File: config.mk
export PLATFORM = sky130hd
export DESIGN_NAME = usb_utmi_tx
export DESIGN_NICKNAME = d
export VERILOG_FILES = /design/src/rtl/usb_pkg.sv /design/src/rtl/usb_tx_nrzi.sv /design/src/rtl/usb_utmi_tx.sv
export SDC_FILE = /design/constraint.sdc
export NUM_CORES = 1
export LEC_CHECK = 0
export CAP_MARGIN = 10
export CORE_AREA = 4 4 76 78
export DETAILED_ROUTE_END_ITERATION = 7
export DIE_AREA = 0 0 80 82
export SYNTH_ARGS = -nofsm -noshare
export SYNTH_HDL_FRONTEND = slang
export SYNTH_SLANG_ARGS = --single-unit
File: constraint.sdc
create_clock -name clk -period 5.5 [get_ports clk]
set_input_delay 1.375 -clock clk [delete_from_list [all_inputs] [get_ports clk]]
set_output_delay 1.375 -clock clk [all_outputs]
set_load 0.01 [all_outputs]
File: src/rtl/usb_pkg.sv
// Shared types and constants for the USB full-speed UTMI transmit path.
package usb_pkg;

  typedef enum logic [1:0] {
    OPM_NORMAL = 2'd0,
    OPM_NONDRV = 2'd1,
    OPM_RAW    = 2'd2
  } utmi_op_mode_t;

  typedef logic [7:0] bus8_t;

  typedef enum logic [1:0] {
    ST_IDLE = 2'd0,
    ST_SYNC = 2'd1,
    ST_DATA = 2'd2,
    ST_EOP  = 2'd3
  } tx_state_t;

  localparam bus8_t      SYNC_BYTE = 8'h80;
  localparam logic [2:0] STUFF_THR = 3'd6;

endpackage

File: src/rtl/usb_tx_nrzi.sv
// Bit stuffer plus NRZI encoder; line_j is the level for the bit time in progress.
module usb_tx_nrzi
  import usb_pkg::*;
(
  input  logic clk,
  input  logic rst_n,
  input  logic clr,
  input  logic bit_tick,
  input  logic bit_in,
  input  logic raw,
  output logic line_j,
  output logic stall,
  output logic stuff_next
);

  logic       prev_j_q;
  logic [2:0] ones_q;

  // A pending stuff bit owns the current bit time; the data bit waits behind it.
  always_comb begin
    stall      = !raw && (ones_q == STUFF_THR);
    stuff_next = !raw && !stall && bit_in && (ones_q == STUFF_THR - 3'd1);
    if (raw)
      line_j = bit_in;
    else if (stall || !bit_in)
      line_j = ~prev_j_q;
    else
      line_j = prev_j_q;
  end

  always_ff @(posedge clk or negedge rst_n) begin
    if (!rst_n) begin
      prev_j_q <= 1'b1;
      ones_q   <= 3'd0;
    end else if (clr) begin
      prev_j_q <= 1'b1;
      ones_q   <= 3'd0;
    end else if (bit_tick) begin
      prev_j_q <= line_j;
      if (stall || !bit_in)
        ones_q <= 3'd0;
      else if (ones_q < STUFF_THR)
        ones_q <= ones_q + 3'd1;
    end
  end

endmodule

File: src/rtl/usb_utmi_tx.sv
// UTMI full-speed transmitter: SYNC, stuffed/NRZI data bytes, then SE0-SE0-J EOP.
//
// state   | meaning
// IDLE    | line J, not driving; waits for tx_valid
// SYNC    | sending 8'h80 through the encoder
// DATA    | sending the byte captured on the last tx_ready
// EOP     | two bit times SE0, one bit time J
module usb_utmi_tx
  import usb_pkg::*;
#(
  parameter int CLK_PER_BIT = 4
) (
  input  logic          clk,
  input  logic          rst_n,
  input  logic          suspend_m,
  input  utmi_op_mode_t op_mode,
  input  bus8_t         data_in,
  input  logic          tx_valid,
  output logic          tx_ready,
  output logic          tx_dp,
  output logic          tx_dm,
  output logic          tx_oe
);

  localparam int CW = (CLK_PER_BIT > 1) ? $clog2(CLK_PER_BIT) : 1;
  localparam logic [CW-1:0] CNT_MAX = CW'(CLK_PER_BIT - 1);

  tx_state_t   state_q, state_d;
  logic [CW-1:0] cnt_q, cnt_d;
  logic [2:0]  bit_idx_q, bit_idx_d;
  bus8_t       sr_q, sr_d;
  logic        tail_q, tail_d;
  logic        raw_q, raw_d;

  logic bit_tick, byte_end, start;
  logic line_j, stall, stuff_next;

  usb_tx_nrzi u_nrzi (
    .clk        (clk),
    .rst_n      (rst_n),
    .clr        (state_q == ST_IDLE),
    .bit_tick   (bit_tick),
    .bit_in     (sr_q[bit_idx_q]),
    .raw        (raw_q && (state_q == ST_DATA)),
    .line_j     (line_j),
    .stall      (stall),
    .stuff_next (stuff_next)
  );

  always_ff @(posedge clk or negedge rst_n) begin
    if (!rst_n) begin
      state_q   <= ST_IDLE;
      cnt_q     <= CNT_MAX;
      bit_idx_q <= 3'd0;
      sr_q      <= SYNC_BYTE;
      tail_q    <= 1'b0;
      raw_q     <= 1'b0;
    end else begin
      state_q   <= state_d;
      cnt_q     <= cnt_d;
      bit_idx_q <= bit_idx_d;
      sr_q      <= sr_d;
      tail_q    <= tail_d;
      raw_q     <= raw_d;
    end
  end

  // tail_q marks that bit 7 went out and only its trailing stuff bit remains.
  always_comb begin
    state_d   = state_q;
    cnt_d     = cnt_q;
    bit_idx_d = bit_idx_q;
    sr_d      = sr_q;
    tail_d    = tail_q;
    raw_d     = raw_q;
    tx_ready  = 1'b0;

    bit_tick = (state_q != ST_IDLE) && (cnt_q == '0);
    byte_end = bit_tick && ((tail_q && stall) ||
                            (!stall && (bit_idx_q == 3'd7) && !stuff_next));
    start    = tx_valid && suspend_m && (op_mode != OPM_NONDRV);

    if (state_q != ST_IDLE)
      cnt_d = bit_tick ? CNT_MAX : cnt_q - 1'b1;

    case (state_q)
      ST_IDLE: begin
        cnt_d     = CNT_MAX;
        bit_idx_d = 3'd0;
        sr_d      = SYNC_BYTE;
        tail_d    = 1'b0;
        if (start) begin
          state_d = ST_SYNC;
          raw_d   = (op_mode == OPM_RAW);
        end
      end
      ST_SYNC, ST_DATA: begin
        if (byte_end) begin
          bit_idx_d = 3'd0;
          tail_d    = 1'b0;
          if (tx_valid) begin
            tx_ready = 1'b1;
            sr_d     = data_in;
            state_d  = ST_DATA;
          end else begin
            state_d  = ST_EOP;
          end
        end else if (bit_tick && !stall) begin
          if (bit_idx_q == 3'd7)
            tail_d = 1'b1;
          else
            bit_idx_d = bit_idx_q + 3'd1;
        end
      end
      ST_EOP: begin
        if (bit_tick) begin
          if (bit_idx_q == 3'd2)
            state_d = ST_IDLE;
          else
            bit_idx_d = bit_idx_q + 3'd1;
        end
      end
      default: state_d = ST_IDLE;
    endcase
  end

  always_comb begin
    tx_oe = (state_q != ST_IDLE);
    tx_dp = 1'b1;
    tx_dm = 1'b0;
    case (state_q)
      ST_SYNC, ST_DATA: begin
        tx_dp = line_j;
        tx_dm = ~line_j;
      end
      ST_EOP: begin
        if (bit_idx_q < 3'd2) begin
          tx_dp = 1'b0;
          tx_dm = 1'b0;
        end
      end
      default: ;
    endcase
  end

endmodule

Word-level counts from Yosys, hierarchy flattened
Index checks and enable logic that the tools add are counted.
{"block": "totals", "out_inout_bits": 4, "mem_bits_rw": 0, "latchBits": 0, "mem_bits_ro": 0, "register_bits": 21, "wordCells": 105, "mem_count": 0}
{"block": "classes", "shifts": 0, "eq_ne": 18, "multipliers": 0, "div": 0, "bitwise_logic": 2, "n_mux": 38, "add_sub_neg": 3, "reduce_logical": 33, "magnitude_cmp": 3}
{"operator": "two-way mux 3 bit", "count": 9}
{"operator": "two-way mux 8 bit", "count": 2}
{"operator": "case mux 8 bit (2 select lines)", "count": 1}
{"operator": "two-way mux 1 bit", "count": 14}
{"operator": "two-way mux 2 bit", "count": 7}
{"operator": "logical AND 1 bit", "count": 13}
{"operator": "!= test 2 bit, second input constant", "count": 6}
{"operator": "== test 3 bit, second input constant", "count": 3}
{"operator": "!= test 3 bit, second input constant", "count": 3}
{"operator": "case mux 3 bit (3 select lines)", "count": 1}
{"operator": "AND reduction 4 bit", "count": 2}
{"operator": "nonzero test 2 bit", "count": 4}
{"operator": "adder 3 x 1 -> 3 bit, second input constant", "count": 2}
{"operator": "== test 2 bit, second input constant", "count": 3}
{"operator": "case mux 2 bit (3 select lines)", "count": 1}
{"operator": "AND reduction 3 bit", "count": 2}
{"operator": "zero test 1 bit", "count": 4}
{"operator": "zero test 2 bit", "count": 2}
{"operator": "less-than comparator 3 x 4 -> 1 bit, second input constant", "count": 1}
{"operator": "case mux 1 bit (2 select lines)", "count": 2}
{"operator": "AND reduction 2 bit", "count": 2}
{"operator": "binary-select mux 1 bit (select 3 bit)", "count": 1}
{"operator": "== test 3 x 2 -> 1 bit, second input constant", "count": 1}
{"operator": "less-than comparator 3 x 2 -> 1 bit, second input constant", "count": 1}
{"operator": "other kinds (8)", "count": 10}

Depth between registers and ports, before layout
Gate-level depths: netlist (run 1).
{"block": "depth", "word_depth": 14, "depth_mapped": 8, "mapped_depth_nobuf": 7}

Modules after synthesis
Synthesis (run 1) repeated with hierarchy kept, for this count alone.
{"block": "unflattened", "hier_cells": 150, "area_unflattened_um2": 1382.6}
{"module": "usb_utmi_tx", "cells_each": 108, "n_inst": 1, "area_per_inst_um2": 1028.5}
{"module": "usb_tx_nrzi", "cells_each": 42, "n_inst": 1, "area_per_inst_um2": 354.1}

Worst setup path after synthesis (run 1)
No wires, ideal clock.
{"block": "synth_path", "path_kind": "in2out", "startpoint": "input tx_valid", "endpoint": "output tx_ready", "cell_stages": 2, "slack_ps": 2314, "t_arrival_ps": 1811, "cell_sequence": "nand2_1 nor3_4"}
{"block": "synth_between", "elab_chain_len": 3}
{"item": "start: declaration", "line_no": "usb_utmi_tx.sv:18", "rtl": "input logic tx_valid,"}
{"item": "two-way mux 1 bit", "line_no": "usb_utmi_tx.sv:101", "rtl": "if (tx_valid) begin"}
{"item": "two-way mux 1 bit", "line_no": "usb_utmi_tx.sv:98", "rtl": "if (byte_end) begin"}
{"item": "two-way mux 1 bit", "line_no": "usb_utmi_tx.sv:86", "rtl": "case (state_q)"}
{"item": "end: declaration", "line_no": "usb_utmi_tx.sv:19", "rtl": "output logic tx_ready,"}
No other way between the ends.

Worst setup path after layout (run 1)
Same ends and word-level chain as after synthesis.

==> results of run 1 <==
cell families (layout without fill, tap and decap cells):
group,after synthesis,count (layout),synth area share
mux,5,5,0.0368
simple gates,42,42,0.146
xor+xnor,1,1,0.00585
flops,21,21,0.354
fa+ha+maj,9,9,0.0752
compound gates,57,57,0.305
buf+inv,27,41,0.0769
area by class of cell:
type / count / area [sq um]
clock buffers: 4 / 45.0
fillers: 549 / 3310
inverters: 20 / 75.1
multi-input cells: 114 / 852
flip-flops and latches: 21 / 531
well taps: 70 / 87.6
repair buffers: 17 / 170
routing by layer:
metal  vias up  routed length [microns]
met5         -                        0
met4         0                       66
met1       626                     1710
met2        21                     1620
met3         6                       80
li1        633                        -
how the worst max path moves through the flow:
stage                  start  endpoint
CTS                 tx_valid  tx_ready
floorplan           tx_valid  tx_ready
detailed placement  tx_valid  tx_ready
global route        tx_valid  tx_ready
global placement    tx_valid  tx_ready
finish              tx_valid  tx_ready
flip-flops by register name, summed over array words and instances (netlist names):
register / flops
raw_q: 1
u_nrzi.prev_j_q: 1
u_nrzi.ones_q: 3
bit_idx_q: 3
tail_q: 1
state_q: 2
cnt_q: 2
sr_q: 8
power groups by stage:
stage / clock, mW / sequential (mW) / combinational [mW]
6_report: 0.105 / 0.272 / 0.416
5_1_grt: 0.117 / 0.283 / 0.465
4_1_cts: 0.110 / 0.273 / 0.419
3_5_place_dp: 0 / 0.276 / 0.417
3_3_place_gp: 0 / 0.275 / 0.413
2_1_floorplan: 0 / 0.252 / 0.315
synth_stat cells (2+ instances only):
cell type / count
inv_1: 20
dfrtp_1: 17
nand2_1: 15
ha_1: 9
nand3_1: 9
o221ai_1: 8
o21ai_0: 7
a21oi_1: 6
o211ai_1: 6
a211oi_1: 4
dfstp_2: 4
mux2i_1: 4
nand2b_1: 4
and3_1: 3
clkbuf_1: 3
nor2_1: 3
a31o_2: 2
a31oi_1: 2
buf_2: 2
nor3_1: 2
o2111a_1: 2
o2111ai_1: 2
o21ai_1: 2
worst max-delay path, stage by stage:
cell	delay (ns)
clkdlybuf4s50_1	0.52
nand2_1	0.12
nor3_4	0.41
clkdlybuf4s50_1	0.61
through the flow:
| stage | worst slack [ns] | util | hold slack, ns |
|---|---|---|---|
| 2_1_floorplan | 2.31 | - | 0.431 |
| 3_3_place_gp | 1.08 | 0.338 | 0.442 |
| 3_5_place_dp | 1.09 | 0.338 | 0.445 |
| 4_1_cts | 1.09 | 0.347 | 0.465 |
| 5_1_grt | 1.02 | 0.347 | 0.487 |
| 6_report | 1.09 | 0.347 | 0.460 |
==> metrics.yaml, run 1 <==
grt_pass1_wl_microns: 6030
syn_inst: 162
yosysTopAreaCell: "dfrtp_1"
initial_core_util: 0.295
stdcell_count: 246
grt_pass1_vias: 1242
ys_ff_latch: 21
io_buffers: 17
async_flop_share: 1.00
cts_tree: "built"
slew_headroom: 0.370
drt_iter0_markers: 76
layout_commonest_cell: "inv_1"
finalHoldViolations: 0
whs_endpoint: "cnt_q[0]"
ios: 18
tightestPinTransition_ns: 0.943
power.leakage_nw: 0.736
die_area_sq_um: 6560
cts_buffer_depth: 2
ctsResizeCount: 0
syn-num-nets: 185
reg2reg_from: "bit_idx_q[0]"
status: "complete, no violations"
mostFrequentLayoutCells: "20 x inv_1, 17 x dfrtp_1, 17 x clkdlybuf4s50_1"
clk_root_buffer_cell: "clkbuf_8"
area_growth_pct: 17.5
ys.flop_type: "dfrtp_1"
fin_crit_sh: 0.801
p_sw_uw: 337
place_area_sq_um: 1720
ant_nets: 0
grt_max_degree: 22
vias: 1286
ctsHoldBuffers: 0
use_met3: 0.0110
hp-class: "reg -> reg"
die_x_microns: 80
worstPathArrival_ns: 3.03
reg2reg_setup_slack_ns: 3.26
use_met2: 0.195
place_inst: 242
ir_worst_vdd_mv: 0.195
r2r-end: "sr_q[1]"
syn_area_sq_um: 1500
crit_fanout: 9
antenna_found_initial: 0
core.rowCount: 26
post_cts_buffers: 0
design_area_sq_um: 1760
synth-warning-count: 0
power_frac_clock: 0.132
p_sw_frac: 0.425
grt_use_met1: 0.151
hold_start: "cnt_q[0]"
numCtsBuffers: 3
rsz0062_at_grt: "false"
grt_overflow: 0
comb_power_share: 0.525
cp.required_ns: 4.12
reg2reg_depth: 6
cp-end-kind: "output pin"
setup_viol: 0
antenna_cells: 0
critPathKind: "in -> out"
drtPass1Iterations: 4
post_drt_wl_per_cell_microns: 14.1
synthTopCellsByArea: "dfrtp_1 28%, ha_1 7.5%, dfstp_2 7.0%"
coreArea_sq_um: 5070
yosysSeqAreaShare: 0.354
maxCapViolCount: 0
finalPower_uw: 794
p_seq_frac: 0.343
cts_sinks: 21
clkTransAtPathRegs_ns: 0.08
drive_gt1_frac: 0.0909
intPower_uw: 456
top_usage_layer: "met2"
worstSkewPairLatency_ns: 0.27
drt_wl_total_microns: 3470
finalWeightedCongestion: 0.803
synth_top_area_share: 0.284
drv_slew: 0
critPathLaunchType: "input port"
synth.distinct_cells: 49
clock_skew_ns: 0.00405
tns_ns: 0
min_path_cells: 1
synth_edf_count: 0
cts.htree.levels: 1
layout.nets: 200
dp_hpwl_microns: 2590
fmax_mhz: 227
fp.dieH_microns: 82
gr-usage-all-layers: 0.116
syn_area_per_cell_sq_um: 9.24
viasPerCell: 5.23
powerDensity_nw_per_um2: 451
final.min_clock_period_ns: 4.41
drc_errors: 0
No activity file was read; power rests on OpenSTA's default activity.
==> inputs of run 2 (changes only) <==
==> constraint.sdc (replaced) <==
create_clock -name clk -period 3.7 [get_ports clk]
set_input_delay 0.925 -clock clk [delete_from_list [all_inputs] [get_ports clk]]
set_output_delay 0.925 -clock clk [all_outputs]
set_load 0.01 [all_outputs]
==> run 2 against run 1 <==
Against the previous run:
- power is 52% higher
- register-to-register slack lost 1.9 ns
- count of clock-buffer cells in the layout is 1 lower
- hold slack better by 0.014 ns
- via count increased by 3.5%
- routed wire length is 4.5% higher
- critical path type is now reg -> out
- critical endpoint is now tx_dm
- largest power group unchanged
==> metrics.yaml, run 2 (synthesis results as in run 1) <==
status: "complete, no violations"
area_growth_pct: 19.6
drtPass1Iterations: 4  # unchanged
grt_pass1_vias: 1269  # +2.2%
core.rowCount: 26  # unchanged
final.min_clock_period_ns: 3.48
ios: 18  # unchanged
max_stage_delay_ns: 0.54  # -0.07 ns
drt_iter0_markers: 77  # +1.3%
drt_wl_total_microns: 3620  # +4.5%
critPathSlowestCell: "dfrtp_1"
largest_reg_flops: 8  # unchanged
finalWeightedCongestion: 0.827  # +3.0%
viasPerCell: 5.32  # +1.8%
layout.nets: 204  # +2.0%
powerDensity_nw_per_um2: 674  # +50%
ant_nets: 0  # unchanged
setup_viol: 0  # unchanged
worstPathCellList: "mux2_4 > o2bb2ai_2 > o21ai_1 > xor2_1 > and2_1 > clkdlybuf4s50_1"
cp.required_ns: 2.77  # -1.35 ns
fmax_mhz: 287
die_area_sq_um: 6560  # unchanged
initial_core_util: 0.295  # unchanged
design_area_sq_um: 1790  # +1.8%
fin_crit_sh: 0.942
worstSkewPairLatency_ns: 0.26  # about the same
power_frac_clock: 0.128  # -0.004
worstPathArrival_ns: 2.56  # -0.47 ns
layout_commonest_cell: "inv_1"
top_regs: "sr_q x8, bit_idx_q x3, u_nrzi.ones_q x3"
grt_overflow: 0  # unchanged
maxCapViolCount: 0  # unchanged
regMostFlops: "sr_q"
slew_headroom: 0.355  # -0.0145
p_sw_uw: 514  # +52%
critPathLaunchType: "flop"
post_drt_wl_per_cell_microns: 14.5  # +2.8%
place_area_sq_um: 1750  # +1.8%
io_buffers: 17  # unchanged
finalHoldViolations: 0  # unchanged
clkTransAtPathRegs_ns: 0.08  # about the same
drv_slew: 0  # unchanged
p_seq_frac: 0.337  # -0.006
clk_root_buffer_cell: "clkbuf_8"
gr-usage-all-layers: 0.117  # +0.000854
cts.htree.levels: 1  # unchanged
dp_hpwl_microns: 2760  # +6.5%
drive_gt1_frac: 0.117  # +0.0258
cts_sinks: 21  # unchanged
comb_power_share: 0.536  # +0.011
final.fill_count: 544  # -0.91%
coreArea_sq_um: 5070  # unchanged
reg2reg_setup_slack_ns: 1.37  # -1.89 ns
critPathKind: "reg -> out"
rsz0062_at_grt: "false"
cts_tree: "built"
tightestPinTransition_ns: 0.964  # +0.0217 ns
vias: 1331  # +3.5%
clock_skew_ns: 0.00215  # -0.00190 ns
fp.dieH_microns: 82  # unchanged
die_x_microns: 80  # unchanged
mostFrequentLayoutCells: "20 x inv_1, 17 x dfrtp_1, 17 x clkdlybuf4s50_1"
intPower_uw: 694  # +52%
antenna_cells: 0  # unchanged
p_sw_frac: 0.425  # about the same
cp-end-kind: "output pin"
numCtsBuffers: 3  # unchanged
ctsResizeCount: 0  # unchanged
crit_fanout: 8  # -1
antenna_found_initial: 0  # unchanged
hp-class: "reg -> reg"
cts_buffer_depth: 2  # unchanged
ctsHoldBuffers: 0  # unchanged
drc_errors: 0  # unchanged
critPathBufInv: 1  # -1
tns_ns: 0  # unchanged
post_cts_buffers: 0  # unchanged
power.leakage_nw: 0.759  # +3.1%
ir_worst_vdd_mv: 0.249  # +28%
grt_max_degree: 22  # unchanged
grt_pass1_wl_microns: 6070  # +0.70%
cp_top_family: "flip-flops"
[run 2: cell type report]
class / count / area, sq um / area share
Clock inverter: 1 / 5.00 / 0.00279
Sequential cell: 21 / 531 / 0.296
Multi-Input combinational cell: 114 / 852 / 0.476
Inverter: 20 / 75.1 / 0.0419
Tap cell: 70 / 87.6 / 0.0489
Clock buffer: 3 / 41.3 / 0.0230
Timing Repair Buffer: 21 / 200 / 0.112
[run 2: worst paths after layout]
path                               from          endpoint  cells past startpoint
setup / recovery           bit_idx_q[0]             tx_dm                      6
hold / removal                 cnt_q[0]          cnt_q[0]                      1
setup reg to reg               cnt_q[0]           sr_q[0]                      7
hold reg to reg                cnt_q[0]          cnt_q[0]                      1
max in group asynchronous         rst_n      bit_idx_q[0]                      1
min in group asynchronous         rst_n  u_nrzi.ones_q[1]                      1
[run 2: stage by stage]
stage | cells | util | setup slack, ns | power [mW] | hold WS, ns
global route | 250 | 0.353 | 0.0931 | 1.30 | 0.497
finish | 250 | 0.353 | 0.216 | 1.21 | 0.473
global placement | 246 | 0.344 | 0.385 | 1.04 | 0.441
detailed placement | 246 | 0.344 | 0.378 | 1.06 | 0.459
CTS | 250 | 0.353 | 0.224 | 1.22 | 0.480
floorplan | 162 | - | 1.19 | 0.844 | 0.431
[run 2: power groups by stage]
| stage | sequential [mW] | clock, mW | combinational [mW] |
|---|---|---|---|
| after global placement | 0.409 | 0 | 0.631 |
| after global routing | 0.420 | 0.166 | 0.712 |
| after floorplan | 0.375 | 0 | 0.469 |
| after CTS | 0.406 | 0.159 | 0.654 |
| after detailed placement | 0.411 | 0 | 0.652 |
| final | 0.407 | 0.154 | 0.647 |
[run 2: per-layer routing]
metal,part of all wire,track usage,vias to the layer above
met5,0,0,-
met4,0.016,0.0507,0
met3,0.026,0.0110,5
met2,0.49,0.194,29
met1,0.46,0.154,652
li1,-,-,645
